### config.mk
export PLATFORM = sky130hd
export DESIGN_NAME = bp_choice_meta_queue
export DESIGN_NICKNAME = d
export VERILOG_FILES = /design/src/rtl/bp_choice_meta_queue.sv
export SDC_FILE = /design/constraint.sdc
export NUM_CORES = 1
export LEC_CHECK = 0
export BUFFER_PORTS_ARGS = -buffer_cell sky130_fd_sc_hd__buf_4
export CORE_MARGIN = 5
export CORE_UTILIZATION = 60
export DETAILED_ROUTE_END_ITERATION = 7
export PLACE_DENSITY_LB_ADDON = 0.2
export SLEW_MARGIN = 20
export SYNTH_ARGS = -nofsm -noshare
export SYNTH_HDL_FRONTEND = slang
export SYNTH_SLANG_ARGS = --single-unit
### constraint.sdc
create_clock -name clk_i -period 3.5 [get_ports clk_i]
set_input_delay 0.35 -clock clk_i [delete_from_list [all_inputs] [get_ports clk_i]]
set_output_delay 0.35 -clock clk_i [all_outputs]
set_load 0.02 [all_outputs]
### src/rtl/bp_choice_meta_queue.sv
// Purpose: per-fetch metadata queue feeding the tournament chooser's update port (lbp/gbp/unaligned per fetch block).
// Latency: push tag is combinational; lookup result is registered, valid one cycle after the request.
// Backpressure: push_ready_o drops when full or during flush; pop on empty is ignored.
//
// Ports:
//   clk_i, rst_ni            clock, asynchronous active-low reset
//   flush_i                  discard all entries, squash in-flight lookup
//   push_*                   fetch-side capture (valid/ready, records, unaligned), push_tag_o = write slot
//   pop_i                    release the oldest entry
//   lookup_valid_i/tag_i     resolution-time read request
//   lookup_valid_o/hit_o     registered read response
//   update_*_o               stored metadata for the chooser (zero on miss)
//   occupancy_o              number of allocated entries
module bp_choice_meta_queue #(
  parameter int INSTR_PER_FETCH = 2,
  parameter int PRED_W          = 2,
  parameter int DEPTH           = 8,
  parameter int TAG_W           = $clog2(DEPTH)
) (
  input  logic                              clk_i,
  input  logic                              rst_ni,
  input  logic                              flush_i,
  input  logic                              push_valid_i,
  output logic                              push_ready_o,
  input  logic [INSTR_PER_FETCH*PRED_W-1:0] push_lbp_pred_i,
  input  logic [INSTR_PER_FETCH*PRED_W-1:0] push_gbp_pred_i,
  input  logic                              push_unaligned_i,
  output logic [TAG_W-1:0]                  push_tag_o,
  input  logic                              pop_i,
  input  logic                              lookup_valid_i,
  input  logic [TAG_W-1:0]                  lookup_tag_i,
  output logic                              lookup_valid_o,
  output logic                              lookup_hit_o,
  output logic [INSTR_PER_FETCH*PRED_W-1:0] update_lbp_pred_o,
  output logic [INSTR_PER_FETCH*PRED_W-1:0] update_gbp_pred_o,
  output logic                              update_is_unaligned_o,
  output logic [TAG_W:0]                    occupancy_o
);

  localparam int REC_W = INSTR_PER_FETCH * PRED_W;

  logic [TAG_W:0]     wr_ptr_q, wr_ptr_d, rd_ptr_q, rd_ptr_d;
  logic [REC_W-1:0]   lbp_q [DEPTH];
  logic [REC_W-1:0]   gbp_q [DEPTH];
  logic [DEPTH-1:0]   unal_q;
  logic [DEPTH-1:0]   alloc_q, alloc_d;

  logic               lk_vld_q, lk_vld_d, lk_hit_q, lk_hit_d, lk_unal_q, lk_unal_d;
  logic [REC_W-1:0]   lk_lbp_q, lk_lbp_d, lk_gbp_q, lk_gbp_d;

  logic [TAG_W-1:0]   wr_idx, rd_idx;
  logic               empty, full, push_acc, pop_acc;

  assign wr_idx = wr_ptr_q[TAG_W-1:0];
  assign rd_idx = rd_ptr_q[TAG_W-1:0];
  assign empty  = (wr_ptr_q == rd_ptr_q);
  assign full   = (wr_idx == rd_idx) && (wr_ptr_q[TAG_W] != rd_ptr_q[TAG_W]);

  // Ready reflects the pre-pop state, so a full queue refuses a push even when popping.
  assign push_ready_o = !full && !flush_i;
  assign push_acc     = push_valid_i && push_ready_o;
  assign pop_acc      = pop_i && !empty && !flush_i;

  assign push_tag_o  = wr_idx;
  assign occupancy_o = wr_ptr_q - rd_ptr_q;

  assign wr_ptr_d = flush_i ? '0 : wr_ptr_q + {{TAG_W{1'b0}}, push_acc};
  assign rd_ptr_d = flush_i ? '0 : rd_ptr_q + {{TAG_W{1'b0}}, pop_acc};

  // push and pop never target the same slot: that would need full (push refused) or empty (pop ignored).
  always_comb begin
    alloc_d = alloc_q;
    if (flush_i) begin
      alloc_d = '0;
    end else begin
      if (pop_acc)  alloc_d[rd_idx] = 1'b0;
      if (push_acc) alloc_d[wr_idx] = 1'b1;
    end
  end

  // Lookup reads pre-update state: a same-cycle push misses, a same-cycle pop still hits.
  always_comb begin
    lk_vld_d  = 1'b0;
    lk_hit_d  = lk_hit_q;
    lk_lbp_d  = lk_lbp_q;
    lk_gbp_d  = lk_gbp_q;
    lk_unal_d = lk_unal_q;
    if (lookup_valid_i && !flush_i) begin
      lk_vld_d  = 1'b1;
      lk_hit_d  = alloc_q[lookup_tag_i];
      lk_lbp_d  = alloc_q[lookup_tag_i] ? lbp_q[lookup_tag_i]  : '0;
      lk_gbp_d  = alloc_q[lookup_tag_i] ? gbp_q[lookup_tag_i]  : '0;
      lk_unal_d = alloc_q[lookup_tag_i] ? unal_q[lookup_tag_i] : 1'b0;
    end
  end

  always_ff @(posedge clk_i or negedge rst_ni) begin
    if (!rst_ni) begin
      wr_ptr_q  <= '0;
      rd_ptr_q  <= '0;
      alloc_q   <= '0;
      lk_vld_q  <= 1'b0;
      lk_hit_q  <= 1'b0;
      lk_lbp_q  <= '0;
      lk_gbp_q  <= '0;
      lk_unal_q <= 1'b0;
    end else begin
      wr_ptr_q  <= wr_ptr_d;
      rd_ptr_q  <= rd_ptr_d;
      alloc_q   <= alloc_d;
      lk_vld_q  <= lk_vld_d;
      lk_hit_q  <= lk_hit_d;
      lk_lbp_q  <= lk_lbp_d;
      lk_gbp_q  <= lk_gbp_d;
      lk_unal_q <= lk_unal_d;
    end
  end

  always_ff @(posedge clk_i or negedge rst_ni) begin
    if (!rst_ni) begin
      for (int i = 0; i < DEPTH; i++) begin
        lbp_q[i] <= '0;
        gbp_q[i] <= '0;
      end
      unal_q <= '0;
    end else if (push_acc) begin
      lbp_q[wr_idx]  <= push_lbp_pred_i;
      gbp_q[wr_idx]  <= push_gbp_pred_i;
      unal_q[wr_idx] <= push_unaligned_i;
    end
  end

  assign lookup_valid_o        = lk_vld_q;
  assign lookup_hit_o          = lk_hit_q;
  assign update_lbp_pred_o     = lk_lbp_q;
  assign update_gbp_pred_o     = lk_gbp_q;
  assign update_is_unaligned_o = lk_unal_q;

endmodule

Yosys cells after proc, flatten, opt, wreduce, memory -nomap -nowiden:

Cells that the tools add are included.

* word-level logic and storage cells: 85
* bits of input ports: 18
* output and inout port bits: 19
* flip-flop bits (word level): 99

* equality and inequality tests: 3
* reductions and logical operators: 12
* add/subtract/negate cells: 3
* muxes and demuxes: 29
* bitwise logic cells: 5
* magnitude comparators: 8

Operator list (count)
* $bwmux W32: 2
* $mux W4: 9
* $mux W8: 4
* $bmux W4 S3: 2
* $demux W4 S3: 1
* $lt A3 B4 Y1 const B: 3
* $logic_and A1 B1 Y1: 9
* $add A4 B1 Y4: 2
* $and A8 B8 Y8: 1
* $bwmux W8: 1
* $ge A4 B4 Y1 const B: 2
* $not A3 Y4: 2
* $not A8 Y8: 1
* $or A8 B8 Y8: 1
* $bmux W1 S3: 2
* $demux W1 S3: 2
* $ge A3 B1 Y1 const B: 2
* $mux W1: 6
* $eq A4 B4 Y1: 1
* $lt A4 B1 Y1 const B: 1
* $sub A4 B4 Y4: 1
* $eq A3 B3 Y1: 1
* $logic_not A1 Y1: 3
* $ne A1 B1 Y1: 1

Logic depth before layout (Yosys ltp):

* depth after elaboration: 11
* gate-level depth with buffers: 9
* depth with buffers taken out: 9

Least setup slack after synthesis:

Ideal clock, no wire load.

* path kind: reg-to-reg
* from: register rd_ptr_q[2]
* to: register gbp_q[4] (netlist name)
* path buffers: 1
* setup slack: 1.351 ns
* data arrival time: 2.024 ns
* stages on the path, launching flop included: 8
* period minus slack after synthesis: 2.149 ns
* library setup time: 0.125 ns
* data required time: 3.375 ns
* cells stage by stage: dfrtp_1 inv_1 ha_1 and3_1 a211oi_4 and4_4 buf_6 mux2_4

* longest elaborated chain between the ends: 5

Ends and longest elaborated chain
* start: declaration: line 42 `logic [TAG_W:0] wr_ptr_q, wr_ptr_d, rd_ptr_q, rd_ptr_d;`
* start signal: assignment: line 109 `rd_ptr_q <= rd_ptr_d;`
* $eq A3 B3 Y1: line 57 `assign full = (wr_idx == rd_idx) && (wr_ptr_q[TAG_W] != rd_ptr_q[TAG_W]);`
* $logic_and A1 B1 Y1: line 57
* $logic_not A1 Y1: line 60 `assign push_ready_o = !full && !flush_i;`
* $logic_and A1 B1 Y1: line 60
* $logic_and A1 B1 Y1: line 61 `assign push_acc = push_valid_i && push_ready_o;`
* end signal: indexed assignment: line 128 `gbp_q[wr_idx] <= push_gbp_pred_i;`
* end: declaration: line 44 `logic [REC_W-1:0] gbp_q [DEPTH];`

Every way passes these cells.
A chain may end at the register's enable or synchronous reset.

Worst setup path after layout:

* from: register rd_ptr_q[2]
* to: register lbp_q[31] (netlist name)

* longest elaborated chain between the ends: 5

Ends and longest elaborated chain
* $eq A3 B3 Y1: line 57
* $logic_and A1 B1 Y1: line 57
* $logic_not A1 Y1: line 60
* $logic_and A1 B1 Y1: line 60
* $logic_and A1 B1 Y1: line 61
* end signal: indexed assignment: line 127 `lbp_q[wr_idx] <= push_lbp_pred_i;`
* end: declaration: line 43 `logic [REC_W-1:0] lbp_q [DEPTH];`

Every way passes these cells.

==> impl_metrics.tcl <==
set metrics [dict create \
    num_io_pins 37 \
    path_common_cell "and3_1" \
    hpwl_um 5940 \
    cts_tree "built" \
    avgViaCountPerCell 5.79 \
    finClkSkew_ps 9.43 \
    synth_warnings 0 \
    cellPowerDensity_nw_per_um2 437 \
    cts_htree_levels 3 \
    core_area_um2 7770 \
    grt_use_total_pct 21.0 \
    root_buffer "clkbuf_8" \
    postSynth.asyncResetShare_pct 100 \
    drive_gt1_share_pct 42.2 \
    syn_to_final_growth_pct 9.87 \
    layout.nets 381 \
    clock.fmax_ghz 0.380 \
    routabilityCongestion 0.810 \
    hold_path_class "in2async" \
    drc 0 \
    final.setup.tns_ps 0 \
    overflow 0 \
    synth_seq_cells 99 \
    die-area_um2 9930 \
    cp_max_fo 10 \
    cp_slowest_cell "and3_1" \
    grt_pass1_vias 2973 \
    yosys-top-cells-count "99 x dfrtp_1, 45 x mux2_4, 27 x mux2_2" \
    drt_wl_total_um 9230 \
    vias 2677 \
    dieWidth_um 99.6 \
    syn-num-nets 347 \
    die_y_um 99.6 \
    slew_headroom_pct 50.4 \
    period_minus_slack_ps 2630 \
    avgSynthCellArea_um2 15.0 \
    rows 32 \
    grt_pass1_wl_um 16000 \
    ys_seq_area_share_pct 51.4 \
    synth_area_leaders "dfrtp_1 51%, mux2_4 14%, mux4_2 8.9%, mux2_2 6.3%, mux2i_1 2.3%" \
    crit_chain "inv_1 -> ha_1 -> and3_1 -> a211oi_4 -> and3_1 -> mux2_4" \
    r2r-start "rd_ptr_q[2]" \
    clk_latency_ps 370 \
    startpoint_type "flip-flop" \
    p_leak_nw 2.53 \
    grt_max_degree 60 \
    drt-initial-drc-count 105 \
    synth_cell_types 39 \
    maxSlewViolCount 0 \
    worst_r2r_path_depth 6 \
    irDropWorstVdd_uv 254 \
    final_util_pct 68.2 \
    ys.flop_type "dfrtp_1" \
    cts_resized 0 \
    worst_pin_slew_ps 744 \
    holdBufCountCts 0 \
    cts_buffers 9 \
    clk_path_buf_depth 2 \
    dp_cells 446 \
    post_cts_buffers 0 \
    synth_area_um2 4820 \
    worst_hold_slack_ps 27.7 \
    critPathCaptureType "flip-flop" \
    synth_edf_count 0 \
    routedWlPerCell_um 20.0 \
    reg2reg_to "lbp_q[31]" \
    cts_num_sinks 99 \
    synth_top_area_share_pct 51.4 \
    cap_viol_max_count 0 \
    drtAntennaViolNets 0 \
    status "completed" \
    initial_core_util_pct 62.0 \
    synth_cells 321 \
    diodes 0 \
    clk_transition_reported_paths_ps 90 \
    cp.required_ps 3750 \
    rsz0062_at_grt "no" \
    finalHoldViolCount 0 \
    slowest_delay_ps 680 \
    synth_area_leader_cell "dfrtp_1" \
    port_buffers 36 \
    stdcell_count 462 \
    grt_antenna_before_repair 0 \
    setup_viol 0 \
    firstDrtPassIters 4 \
    power_mw 2.31 \
    r2r_setup_slack_ps 870 \
    period_share_pct 75.2 \
    criticalPathCategory "reg2reg" \
    critPathArrivalTime_ps 2880 \
    synth_most_common_cell "dfrtp_1" \
]
[area by class of cell]
type	instances	area, um^2
sequential	99	2480
tap	102	128
timing repair buffer	40	300
clock buffer	11	141
clock inverter	5	37.5
inverter	11	41.3
fill	570	2470
multi-input combinational	194	2170
[logic make-up after synthesis]
logic type | share of synthesized area (%)
buffers and inverters | 3.58
AO/OA/AOI/OAI | 3.74
adder cells (fa/ha/maj) | 2.23
multiplexers | 31.5
AND/OR/NAND/NOR | 5.89
XOR/XNOR | 1.66
flip-flops | 51.4
[per-layer routing]
| layer | vias to the layer above | share of wire (%) | track usage [%] |
|---|---|---|---|
| met4 | 0 | 1.5 | 5.46 |
| met5 | - | 0 | 0 |
| met3 | 11 | 4.1 | 4.77 |
| li1 | 1226 | - | - |
| met2 | 50 | 48 | 32.4 |
| met1 | 1390 | 46 | 30.3 |
[critical path, delay by kind of cell, from the launching register on]
kind	cells	cell delay (ps)
buf+inv	1	90
mux	1	360
simple gates	2	940
compound gates	1	320
fa+ha+maj	1	330
flops	1	470
[registers in the layout (all words and copies together) (netlist names)]
signal,count
lookup_valid_o,1
gbp_q,32
lbp_q,32
alloc_q,8
rd_ptr_q,4
update_gbp_pred_o,4
update_lbp_pred_o,4
update_is_unaligned_o,1
lookup_hit_o,1
wr_ptr_q,4
unal_q,8
[how the worst max path moves through the flow]
stage / slack (ps) / start / to / cells after the start
after detailed placement: 870 / rd_ptr_q[2] / gbp_q[28] / 6
after global routing: 710 / rd_ptr_q[2] / lbp_q[31] / 6
final: 870 / rd_ptr_q[2] / lbp_q[31] / 6
after global placement: 960 / rd_ptr_q[2] / lbp_q[31] / 6
after floorplan: 1350 / rd_ptr_q[2] / gbp_q[4] / 7
after CTS: 850 / rd_ptr_q[2] / lbp_q[31] / 6
[report_power, final]
part / internal [mW] / switching [mW] / total (mW)
logic: 0.187 / 0.151 / 0.338
registers: 1.24 / 0.0543 / 1.30
clock network: 0.281 / 0.396 / 0.676
[per-stage QoR]
step	setup slack (ps)	instance area, um^2
final	869	5300
after global routing	709	5300
after CTS	852	5300
after detailed placement	875	5120
after global placement	957	5120
after floorplan	1350	4820
[cell usage in the layout, fill, tap and decap left out, types with 2 or more instances in the layout]
master and n:
dfrtp_1 99, mux2_4 45, buf_4 40, mux2_2 27, mux4_2 19, nand2_1 15, inv_1 11, mux2i_1 11
clkbuf_8 10, o21ai_0 9, nand2b_1 8, nor2_1 7, ha_1 7, nor2b_1 5, nand3_1 4, o211ai_1 4
and2_1 4, o311ai_0 4, xor2_1 3, xnor2_1 3, and3_1 2, a211oi_1 2, a21oi_1 2, clkinvlp_4 2
No activity file was read; power rests on OpenSTA's default activity.
